===== src/rtl/id_ex_pkg.sv =====
`default_nettype none
// ============================================================================
// Module      : id_ex_pkg
// Description : Operand-select encodings and the EX control bundle for the
//               ID/EX stage register.
// Revision    : 1.0
// ============================================================================
package id_ex_pkg;

    localparam int ID_EX_RW   = 3;
    localparam int ID_EX_AOPW = 4;

    localparam logic [1:0] OP1_SEL_ZERO = 2'b00;
    localparam logic [1:0] OP1_SEL_REG  = 2'b01;
    localparam logic [1:0] OP1_SEL_PC   = 2'b10;

    localparam logic [1:0] OP2_SEL_ZERO = 2'b00;
    localparam logic [1:0] OP2_SEL_REG  = 2'b01;
    localparam logic [1:0] OP2_SEL_IMM  = 2'b10;

    typedef struct packed {
        logic [1:0]            Op1_Sel;
        logic [1:0]            Op2_Sel;
        logic [ID_EX_AOPW-1:0] ALU_Op;
        logic                  RegWrite;
        logic                  MemRead;
        logic                  MemWrite;
        logic [ID_EX_RW-1:0]   Rd;
    } ctrl_t;

    // All-zero control: no write, no memory access, both operands select zero.
    localparam ctrl_t BUBBLE_CTRL = '0;

endpackage
`default_nettype wire


===== src/rtl/id_ex_stage_reg_load_use_detect.sv =====
`default_nettype none
// ============================================================================
// Module      : load_use_detect
// Description : Flags an ID instruction that reads the register a load in EX
//               is about to write.
// Revision    : 1.0
// ============================================================================
module load_use_detect
    import id_ex_pkg::*;
#(
    parameter int RW = 3
) (
    input  logic          i_valid_id,
    input  logic [RW-1:0] i_rs1_id,
    input  logic [RW-1:0] i_rs2_id,
    input  logic [1:0]    i_op1_sel_id,
    input  logic [1:0]    i_op2_sel_id,
    input  logic          i_valid_ex,
    input  logic [RW-1:0] i_rd_ex,
    input  logic          i_mem_read_ex,
    input  logic          i_reg_write_ex,
    output logic          o_load_use
);

    logic w_rs1_hit;
    logic w_rs2_hit;

    // Only a register-sourced operand can depend on the load result.
    assign w_rs1_hit  = (i_op1_sel_id == OP1_SEL_REG) && (i_rs1_id == i_rd_ex);
    assign w_rs2_hit  = (i_op2_sel_id == OP2_SEL_REG) && (i_rs2_id == i_rd_ex);

    assign o_load_use = i_valid_id && i_valid_ex && i_mem_read_ex && i_reg_write_ex
                        && (w_rs1_hit || w_rs2_hit);

endmodule
`default_nettype wire


===== src/rtl/id_ex_stage_reg.sv =====
`default_nettype none
// ============================================================================
// Module      : id_ex_stage_reg
// Description : ID/EX pipeline register with load-use bubble insertion,
//               downstream hold and deferred branch flush.
// Revision    : 1.0
// ============================================================================
module id_ex_stage_reg
    import id_ex_pkg::*;
#(
    parameter int DW   = 16,
    parameter int RW   = ID_EX_RW,
    parameter int AOPW = ID_EX_AOPW,
    parameter int CNTW = 16
) (
    input  logic            clk,
    input  logic            rst_n,
    input  logic            valid_ID,
    input  logic [DW-1:0]   PC_ID,
    input  logic [DW-1:0]   Rout1_ID,
    input  logic [DW-1:0]   Rout2_ID,
    input  logic [DW-1:0]   Imm_ID,
    input  logic [RW-1:0]   Rs1_ID,
    input  logic [RW-1:0]   Rs2_ID,
    input  logic [RW-1:0]   Rd_ID,
    input  logic [1:0]      Op1_Sel_ID,
    input  logic [1:0]      Op2_Sel_ID,
    input  logic [AOPW-1:0] ALU_Op_ID,
    input  logic            RegWrite_ID,
    input  logic            MemRead_ID,
    input  logic            MemWrite_ID,
    input  logic            stall_ext,
    input  logic            flush_EX,
    output logic [DW-1:0]   PC_EX,
    output logic [DW-1:0]   Rout1_EX,
    output logic [DW-1:0]   Rout2_EX,
    output logic [DW-1:0]   Imm_EX,
    output logic [RW-1:0]   Rs1_EX,
    output logic [RW-1:0]   Rs2_EX,
    output logic [RW-1:0]   Rd_EX,
    output logic [1:0]      Op1_Sel_EX,
    output logic [1:0]      Op2_Sel_EX,
    output logic [AOPW-1:0] ALU_Op_EX,
    output logic            RegWrite_EX,
    output logic            MemRead_EX,
    output logic            MemWrite_EX,
    output logic            valid_EX,
    output logic            stall_ID,
    output logic [CNTW-1:0] bubble_cnt
);

    logic            r_valid;
    logic [DW-1:0]   r_pc;
    logic [DW-1:0]   r_rout1;
    logic [DW-1:0]   r_rout2;
    logic [DW-1:0]   r_imm;
    logic [RW-1:0]   r_rs1;
    logic [RW-1:0]   r_rs2;
    ctrl_t           r_ctrl;
    logic            r_pend_flush;
    logic [CNTW-1:0] r_bubble_cnt;

    ctrl_t           w_ctrl_id;
    logic            w_load_use;
    logic            w_bubble;
    logic [CNTW-1:0] w_cnt_next;

    assign w_ctrl_id = '{Op1_Sel:  Op1_Sel_ID,
                         Op2_Sel:  Op2_Sel_ID,
                         ALU_Op:   ALU_Op_ID,
                         RegWrite: RegWrite_ID,
                         MemRead:  MemRead_ID,
                         MemWrite: MemWrite_ID,
                         Rd:       Rd_ID};

    load_use_detect #(
        .RW (RW)
    ) u_load_use_detect (
        .i_valid_id     (valid_ID),
        .i_rs1_id       (Rs1_ID),
        .i_rs2_id       (Rs2_ID),
        .i_op1_sel_id   (Op1_Sel_ID),
        .i_op2_sel_id   (Op2_Sel_ID),
        .i_valid_ex     (r_valid),
        .i_rd_ex        (r_ctrl.Rd),
        .i_mem_read_ex  (r_ctrl.MemRead),
        .i_reg_write_ex (r_ctrl.RegWrite),
        .o_load_use     (w_load_use)
    );

    // Flush outranks load-use, but both insert exactly one counted bubble.
    assign w_bubble   = flush_EX | r_pend_flush | w_load_use;
    assign w_cnt_next = (r_bubble_cnt == {CNTW{1'b1}}) ? r_bubble_cnt
                                                       : r_bubble_cnt + CNTW'(1);

    always_ff @(posedge clk) begin
        if (!rst_n) begin
            r_valid      <= 1'b0;
            r_pc         <= '0;
            r_rout1      <= '0;
            r_rout2      <= '0;
            r_imm        <= '0;
            r_rs1        <= '0;
            r_rs2        <= '0;
            r_ctrl       <= BUBBLE_CTRL;
            r_pend_flush <= 1'b0;
            r_bubble_cnt <= '0;
        end else if (stall_ext) begin
            if (flush_EX) begin
                r_pend_flush <= 1'b1;
            end
        end else begin
            r_pend_flush <= 1'b0;
            if (w_bubble) begin
                r_bubble_cnt <= w_cnt_next;
            end
            // An empty ID slot is loaded as an uncounted bubble.
            if (w_bubble || !valid_ID) begin
                r_valid <= 1'b0;
                r_pc    <= '0;
                r_rout1 <= '0;
                r_rout2 <= '0;
                r_imm   <= '0;
                r_rs1   <= '0;
                r_rs2   <= '0;
                r_ctrl  <= BUBBLE_CTRL;
            end else begin
                r_valid <= 1'b1;
                r_pc    <= PC_ID;
                r_rout1 <= Rout1_ID;
                r_rout2 <= Rout2_ID;
                r_imm   <= Imm_ID;
                r_rs1   <= Rs1_ID;
                r_rs2   <= Rs2_ID;
                r_ctrl  <= w_ctrl_id;
            end
        end
    end

    assign stall_ID    = stall_ext | w_load_use;
    assign valid_EX    = r_valid;
    assign PC_EX       = r_pc;
    assign Rout1_EX    = r_rout1;
    assign Rout2_EX    = r_rout2;
    assign Imm_EX      = r_imm;
    assign Rs1_EX      = r_rs1;
    assign Rs2_EX      = r_rs2;
    assign Rd_EX       = r_ctrl.Rd;
    assign Op1_Sel_EX  = r_ctrl.Op1_Sel;
    assign Op2_Sel_EX  = r_ctrl.Op2_Sel;
    assign ALU_Op_EX   = r_ctrl.ALU_Op;
    assign RegWrite_EX = r_ctrl.RegWrite;
    assign MemRead_EX  = r_ctrl.MemRead;
    assign MemWrite_EX = r_ctrl.MemWrite;
    assign bubble_cnt  = r_bubble_cnt;

endmodule
`default_nettype wire


===== config.mk =====
export PLATFORM = sky130hd
export DESIGN_NAME = id_ex_stage_reg
export DESIGN_NICKNAME = d
export VERILOG_FILES = /design/src/rtl/id_ex_pkg.sv /design/src/rtl/id_ex_stage_reg_load_use_detect.sv /design/src/rtl/id_ex_stage_reg.sv
export SDC_FILE = /design/constraint.sdc
export NUM_CORES = 1
export LEC_CHECK = 0
export ABC_AREA = 1
export BUFFER_PORTS_ARGS = -buffer_cell sky130_fd_sc_hd__clkbuf_2
export CORE_ASPECT_RATIO = 0.8
export CORE_UTILIZATION = 30
export DETAILED_ROUTE_END_ITERATION = 7
export GPL_ROUTABILITY_DRIVEN = 0
export GPL_TIMING_DRIVEN = 0
export PLACE_DENSITY = 0.69
export SYNTH_ARGS = -nofsm -noshare
export SYNTH_HDL_FRONTEND = slang
export SYNTH_SLANG_ARGS = --single-unit

===== constraint.sdc =====
create_clock -name clk -period 1.45 [get_ports clk]
set_input_delay 0.2175 -clock clk [delete_from_list [all_inputs] [get_ports clk]]
set_output_delay 0.2175 -clock clk [all_outputs]
set_load 0.02 [all_outputs]

* Word level (Yosys, flattened, before mapping)
Cells that the tools add are included. Widths: inputs -> output; s select.
Storage, ports and cells: output and inout port bits 102, input bits 89, memory bits (read-only) 0, flip-flop bits (word level) 102, memories 0, bits in writable memories 0, logic and storage cells 46, bits in latches 0
Operators by class: shifts and indexed selects 0, div/mod/pow operators 0, bitwise operators 5, $add $sub $neg 1, equal/unequal tests 5, $lt $le $gt $ge 0, $mul 0, muxes and demuxes 8, reductions and logical operators 11
Operators with widths (number):
- $mux 16 | 4
- $add 16x1->16 const B | 1
- $eq 16x16->1 const B | 1
- $mux 14 | 1
- $eq 3x3->1 | 2
- $logic_and 1x1->1 | 6
- $mux 3 | 2
- $eq 2x1->1 const B | 2
- $or 1x1->1 | 3
- $reduce_and 3->1 | 1
- $logic_or 1x1->1 | 2
- $not 1->1 | 2
- $reduce_and 2->1 | 1
- $logic_not 1->1 | 1
- $mux 1 | 1

* Longest topological paths before layout
Gate-level depths: netlist of the first run.
depth in word-level cells 7, depth in mapped cells 12, mapped depth without buffers 11

* By module
From an unflattened synthesis of the first run, not the netlist that was laid out.
Unflattened totals: cells, all modules 584, area total of the unflattened synthesis 4319.1 um2
By module, submodules not included:
- id_ex_stage_reg | sequential area each 2042.0 um2, area each 4172.8 um2, instances 1, cells an instance 547
- load_use_detect | sequential area each 0.0 um2, area each 146.4 um2, instances 1, cells an instance 37

* Worst setup path after synthesis of the first run
No wires, ideal clock.
path kind register -> register, from reg r_bubble_cnt[0], in the netlist bubble_cnt[0], to reg r_bubble_cnt[11], in the netlist bubble_cnt[11], setup slack -215 ps, data required time 1307 ps, setup time 143 ps, clock period less this slack 1665 ps, arrival 1521 ps, path buffers 1, stages on the path, launching flop included 10, path through dfxtp_1 ha_1 nand2_2 nor2_4 nand2_2 nor2_4 nor2_4 buf_4 nand3_1 a21oi_2
Between the ends: cells in the longest elaborated chain, start to end 3, elaborated cells between the ends (all ways) 4, those cells by class add/sub (1); eq/ne (1); bitwise (1); reduce/logical (1)
RTL lines:
- from (decl) | RTL line id_ex_stage_reg.sv:61 | logic [CNTW-1:0] r_bubble_cnt;
- from (signal assigned) | RTL line id_ex_stage_reg.sv:115 | r_bubble_cnt <= w_cnt_next;
- parallel branches: the longest is 3 deep, another holds $add 16x1->16
Parallel ways; which one is timed is not known. A chain may end at the register's enable or synchronous reset.

* Worst setup path in the final report of the first run
from reg r_ctrl (netlist bit Rd_EX[2]), to out stall_ID
Between the ends: cells in the longest elaborated chain, start to end 5, elaborated cells between the ends (all ways) 7, those cells by class eq/ne (2); bitwise (1); reduce/logical (4)
RTL lines:
- from (decl) | RTL line id_ex_stage_reg.sv:59 | ctrl_t r_ctrl;
- from (signal assigned) | RTL line id_ex_stage_reg.sv:135 | r_ctrl <= w_ctrl_id;
- $eq 3x3->1, on equally long branches | RTL line id_ex_stage_reg_load_use_detect.sv:29, id_ex_stage_reg_load_use_detect.sv:30
- $logic_and 1x1->1, on equally long branches | RTL line id_ex_stage_reg_load_use_detect.sv:29, id_ex_stage_reg_load_use_detect.sv:30
- $logic_or 1x1->1 (*) | RTL line id_ex_stage_reg_load_use_detect.sv:33 | && (w_rs1_hit || w_rs2_hit);
- $logic_and 1x1->1 (*) | RTL line id_ex_stage_reg_load_use_detect.sv:33
- $or 1x1->1 (*) | RTL line id_ex_stage_reg.sv:140 | assign stall_ID = stall_ext | w_load_use;
- to (decl) | RTL line id_ex_stage_reg.sv:48 | output logic stall_ID,
Mark *: on every way between the ends. The rest lies on a longest branch, timed or not.

==> results.sh, run 1 <==
export IMPL_dp_slack_ns=-0.328
export IMPL_synth_seq_cells=102
export IMPL_slew_headroom=0.528
export IMPL_grt_max_degree=20
export IMPL_end_kind="output port"
export IMPL_p_clk_frac=0.422
export IMPL_ios=191
export IMPL_finClkSkew_ns=0.00772
export IMPL_finalCritPeriodShare=1.11
export IMPL_postRouteAntennaNets=0
export IMPL_overflow=0
export IMPL_die_w_um=133
export IMPL_status="finished, violations left"
export IMPL_drt_iter0_drc=122
export IMPL_min_period_ns=1.62
export IMPL_p_per_area_nw_per_um2=1020
export IMPL_cts_hold_buf=0
export IMPL_coreArea_um2=13100
export IMPL_grt_pass1_wl_um=17500
export IMPL_slowest_stage="dfxtp_2"
export IMPL_drc_errors=0
export IMPL_place_hpwl_um=8250
export IMPL_rsz0062_at_grt="true"
export IMPL_crit_arrival_ns=1.40
export IMPL_avgSynthCellArea_um2=7.65
export IMPL_setup_tns_final_ns=-5.15
export IMPL_cpMostUsedCell="nand2_2"
export IMPL_finalSetupViolCount=71
export IMPL_sw_frac_of_total=0.251
export IMPL_path_clk_slew_ns=0.07
export IMPL_p_int_uw=4470
export IMPL_initial_core_util=0.312
export IMPL_wl_per_cell_um=11.8
export IMPL_syn_nets=625
export IMPL_grt_pass1_vias=3606
export IMPL_crit_type="flop to output port"
export IMPL_clk_latency_ns=0.35
export IMPL_worstMarginPinSlew_ns=0.707
export IMPL_drv_cap=0
export IMPL_place_inst=900
export IMPL_vias=3927
export IMPL_die_h_um=106
export IMPL_syn_area_um2=4090
export IMPL_htree_levels=3
export IMPL_hold_class="input pin to flop"
export IMPL_p_leak_uw=0.00293
export IMPL_finalPower_uw=5970
export IMPL_synth_seq_area_share=0.499
export IMPL_cts_made_buffers=9
export IMPL_p_seq_frac=0.485
export IMPL_routed_wirelength_um=10900
export IMPL_syn_instance_count=535
export IMPL_combPwrFrac=0.093
export IMPL_drive_gt1_frac=0.383
export IMPL_cp_max_fo=4
export IMPL_final_cell_count_no_fill=926
export IMPL_ys_warn_count=0
export IMPL_tritoncts="done"
export IMPL_viasPerCell=4.24
export IMPL_violations="negative setup slack"
export IMPL_cts_buffer_depth=2
export IMPL_synth_cell_types=29
export IMPL_nets=836
export IMPL_groute_usage_overall=0.159
export IMPL_power_switching_uw=1500
export IMPL_final_hold_violation_count=0
export IMPL_peakVddDrop_uv=590
export IMPL_cts_sinks=102
export IMPL_finalWorstSetupSlack_ns=-0.166
export IMPL_drv_slew=0
export IMPL_diodes=0
export IMPL_max_freq_ghz=0.619
export IMPL_startpoint_type="flop"
export IMPL_io_buffers=190
export IMPL_rows=37
export IMPL_worst_ep_required_time_ns=1.23
export IMPL_antenna_found_initial=0
export IMPL_worst_hold_slack_ns=0.0788
export IMPL_root_buffer="clkbuf_16"
export IMPL_cp_slowest_stage_delay_ns=0.36
export IMPL_crit_chain="inv_2 > nand2_2 > nand2_2 > nor2_1 > nand2_1 > nand2_2 > nand2_4 > nand2_4 > buf_8"
export IMPL_firstDrtPassIters=4
export IMPL_syn_to_final_growth_pct=42.5
export IMPL_dieArea_um2=14100
[critical path: cells and delay by family (launching register included)]
| family | cells | cell delay [ns] |
|---|---|---|
| DFF | 1 | 0.36 |
| and+or+nand+nor | 7 | 0.53 |
| buffers and inverters | 2 | 0.17 |
[synthesized netlist by cell type]
cell / number / area (um^2)
clkbuf_1: 12 / 45.0
nand4_1: 2 / 12.5
buf_12: 1 / 20.0
o22ai_1: 4 / 25.0
ha_1: 1 / 12.5
nor2_4: 3 / 33.8
nor2_1: 19 / 71.3
a21oi_1: 6 / 30.0
buf_4: 3 / 22.5
nor3_4: 1 / 16.3
nor3_2: 2 / 20.0
nor2_2: 1 / 6.26
inv_1: 96 / 360
nand3_1: 22 / 110
o21ai_0: 36 / 180
nand2_2: 4 / 25.0
xnor2_1: 2 / 17.5
nand3_2: 1 / 10.0
inv_2: 6 / 22.5
xor2_1: 9 / 78.8
dfxtp_1: 102 / 2040
o21ai_1: 45 / 225
nand2_8: 1 / 20.0
and3_1: 1 / 6.26
nand2_4: 1 / 11.3
nor3_1: 2 / 10.0
buf_6: 5 / 56.3
a21oi_2: 10 / 87.6
nand2_1: 137 / 514
[logic make-up after synthesis]
group	synth area share
XOR/XNOR	0.0235
AO/OA/AOI/OAI	0.134
adder cells (fa/ha/maj)	0.00306
buffers and inverters	0.129
AND/OR/NAND/NOR	0.212
flip-flops	0.499
[routing by layer]
metal,vias up,part of all wire,global-route usage
met5,-,0,0
met4,0,0.014,0.0542
met3,12,0.065,0.0496
met2,131,0.44,0.251
met1,1713,0.48,0.205
li1,2071,-,-
[layout make-up]
cell class	count	area [um^2]
Clock inverter	7	86.3
Sequential cell	102	2060
Inverter	102	383
Timing Repair Buffer	200	1070
Tap cell	175	219
Buffer	21	180
Multi-Input combinational cell	310	1610
Fill cell	1330	7270
Clock buffer	9	225
[flip-flops by register name (all words and copies together) (netlist names), 2 cells and up]
register and cells:
ALU_Op_EX 4, Imm_EX 16, Op1_Sel_EX 2, Op2_Sel_EX 2
PC_EX 16, Rd_EX 3, Rout1_EX 16, Rout2_EX 16
Rs1_EX 3, Rs2_EX 3, bubble_cnt 16
[layout by cell type, fill, tap and decap left out, drive strengths merged, types with 9 or more instances in the layout]
cell	netlist	final
a21oi	16	16
buf	9	21
o21ai	81	81
dfxtp	102	102
clkbuf	12	208
nand2	143	143
inv	102	106
xor2	9	9
nand3	23	23
nor2	23	23
[timing repair]
item | in CTS | in global routing
gates cloned | 2 | 0
buffers inserted | 7 | 1
endpoints found under the setup margin | 99 | 102
pin swaps | 9 | 2
resized for setup | 24 | 10
[power by group through the flow]
stage                     clock (uW)  sequential, uW  combinational [uW]
after floorplan                    0            3030                 203
after global placement             0            2960                 516
after detailed placement           0            2960                 521
after CTS                       2610            2890                 556
after global routing            2740            2900                 617
final                           2520            2890                 556
[worst paths after layout]
| check | startpoint | endpoint | slack [ns] | cells past startpoint |
|---|---|---|---|---|
| max | Rd_EX[2] | stall_ID | -0.17 | 9 |
| min reg2reg | Rout2_EX[4] | Rout2_EX[4] | 0.46 | 2 |
| min | PC_ID[2] | PC_EX[2] | 0.08 | 3 |
| max reg2reg | Rd_EX[2] | bubble_cnt[5] | -0.16 | 13 |
[stage by stage]
stage / util / area [um^2]
after detailed placement: 0.406 / 5320
after CTS: 0.442 / 5800
final: 0.445 / 5830
after floorplan: - / 4150
after global routing: 0.445 / 5830
after global placement: 0.406 / 5320
Note: power is estimated with default switching activity, not from simulation.
==> run 2: changes to the inputs <==
CTS_CLUSTER_SIZE = 8   (was default)
RECOVER_POWER = 100   (was default)
==> run 2 against run 1 <==
The flow still finishes with violations (negative setup slack). Combinational power decreased by 3%. Hold slack barely moved. Clock skew is 0.0010 ns lower. Die area unchanged. Final area fell by 2.1%. Via count increased by 0.43%. Register-to-register slack about the same. Critical path depth stayed put.
==> results.sh, run 2 (synthesis results as in run 1) <==
export IMPL_status="finished, violations left"
export IMPL_violations="negative setup slack"
export IMPL_wl_per_cell_um=11.8
export IMPL_hold_class="input pin to flop"
export IMPL_die_h_um=106
export IMPL_root_buffer="clkbuf_16"
export IMPL_cts_made_buffers=9
export IMPL_end_kind="output port"
export IMPL_mostFrequentLayoutCell="nand2_1"
export IMPL_drv_slew=0
export IMPL_coreArea_um2=13100
export IMPL_viasPerCell=4.26
export IMPL_final_cell_mix="nand2_1 (119), clkbuf_1 (109), inv_1 (96), dfxtp_1 (92), clkbuf_2 (89)"
export IMPL_initial_core_util=0.312
export IMPL_setup_tns_final_ns=-4.85
export IMPL_ios=191
export IMPL_r2r_cells=13
export IMPL_routed_wirelength_um=11000
export IMPL_cts_sinks=102
export IMPL_rsz0062_at_grt="true"
export IMPL_diodes=0
export IMPL_finalSetupViolCount=69
export IMPL_finalCritPeriodShare=1.11
export IMPL_fin_area_um2=5710
export IMPL_r2r_start="Rd_EX[2]"
export IMPL_drc_errors=0
export IMPL_finClkSkew_ns=0.00672
export IMPL_syn_to_final_growth_pct=39.4
export IMPL_grt_pass1_wl_um=17500
export IMPL_cts_hold_buf=0
export IMPL_cpMostUsedCell="nand2_2"
export IMPL_slowest_stage="dfxtp_2"
export IMPL_path_clk_slew_ns=0.07
export IMPL_max_freq_ghz=0.620
export IMPL_grt_max_degree=20
export IMPL_firstDrtPassIters=4
export IMPL_cts_buffer_depth=2
export IMPL_crit_type="flop to output port"
export IMPL_io_buffers=190
export IMPL_cp_max_fo=4
export IMPL_overflow=0
export IMPL_slew_headroom=0.527
export IMPL_finalPower_uw=5950
export IMPL_min_period_ns=1.61
export IMPL_htree_levels=3
export IMPL_p_per_area_nw_per_um2=1040
export IMPL_dieArea_um2=14100
export IMPL_p_leak_uw=0.00258
export IMPL_final_hold_violation_count=0
export IMPL_drv_cap=0
export IMPL_crit_arrival_ns=1.40
export IMPL_groute_usage_overall=0.159
export IMPL_clk_latency_ns=0.35
export IMPL_worstMarginPinSlew_ns=0.710
export IMPL_worst_ep_required_time_ns=1.23
export IMPL_regToRegEndpoint="bubble_cnt[5]"
export IMPL_postRouteAntennaNets=0
export IMPL_grt_pass1_vias=3606
export IMPL_drive_gt1_frac=0.250
export IMPL_place_hpwl_um=8250
export IMPL_whs_endpoint="PC_EX[2]"
export IMPL_vias=3944
export IMPL_tritoncts="done"
export IMPL_finalWorstSetupSlack_ns=-0.163
export IMPL_peakVddDrop_uv=595
export IMPL_min_from="PC_ID[2]"
export IMPL_startpoint_type="flop"
export IMPL_rows=37
export IMPL_antenna_found_initial=0
export IMPL_cp_slowest_stage_delay_ns=0.36
export IMPL_reg2reg_slack_ns=-0.16
export IMPL_die_w_um=133
export IMPL_drt_iter0_drc=104
export IMPL_worst_hold_slack_ns=0.0790
export IMPL_nets=836
export IMPL_crit_chain="inv_2 > nand2_2 > nand2_2 > nor2_1 > nand2_1 > nand2_2 > nand2_4 > nand2_4 > buf_8"
export IMPL_whs_path_depth=3
export IMPL_place_area_um2=5320
-- run 2: per-stage QoR --
| stage | cells | worst slack (ns) | utilization |
|---|---|---|---|
| after floorplan | 535 | -0.0373 | - |
| after global placement | 900 | -0.311 | 0.406 |
| after detailed placement | 900 | -0.328 | 0.406 |
| after CTS | 925 | -0.189 | 0.442 |
| after global routing | 926 | -0.286 | 0.436 |
| final | 926 | -0.163 | 0.436 |
-- run 2: worst max path at each step --
stage                  startpoint             to  slack, ns  cells after the start
floorplan           bubble_cnt[0]  bubble_cnt[5]      -0.04                     10
CTS                      Rd_EX[2]       stall_ID      -0.19                      9
finish                   Rd_EX[2]       stall_ID      -0.16                      9
global placement         Rd_EX[2]   Rout1_EX[12]      -0.31                     10
global route             Rd_EX[2]  bubble_cnt[9]      -0.29                     13
detailed placement       Rd_EX[2]   Rout1_EX[11]      -0.33                     10
-- run 2: per-layer routing --
layer  GRT usage  vias to the layer above  share of wire
met4      0.0542                        0          0.013
met2       0.251                      137           0.44
met3      0.0496                       12          0.064
li1            -                     2068              -
met1       0.205                     1727           0.49
met5           0                        -              0
-- run 2: timing repair --
action	4_1_cts	5_1_grt
cloned	2	0
gates resized for setup	24	10
setup buffers	7	1
setup endpoints to repair	99	102
pin swaps	9	2
-- run 2: layout make-up --
cell class | count | area [um^2]
Multi-Input combinational cell | 310 | 1610
Inverter | 102 | 383
Clock inverter | 7 | 86.3
Clock buffer | 9 | 225
Tap cell | 175 | 219
Sequential cell | 102 | 2060
Buffer | 21 | 180
Fill cell | 1367 | 7390
Timing Repair Buffer | 200 | 943
-- run 2: power breakdown --
group | switching (uW) | internal, uW
sequential | 34.3 | 2860
clock | 1140 | 1380
combinational | 323 | 219
total | 1500 | 4450
-- run 2: critical path, delay by kind of cell, from the launching register on --
| family | cells | cell delay, ns |
|---|---|---|
| DFF | 1 | 0.36 |
| and+or+nand+nor | 7 | 0.53 |
| buffers and inverters | 2 | 0.17 |
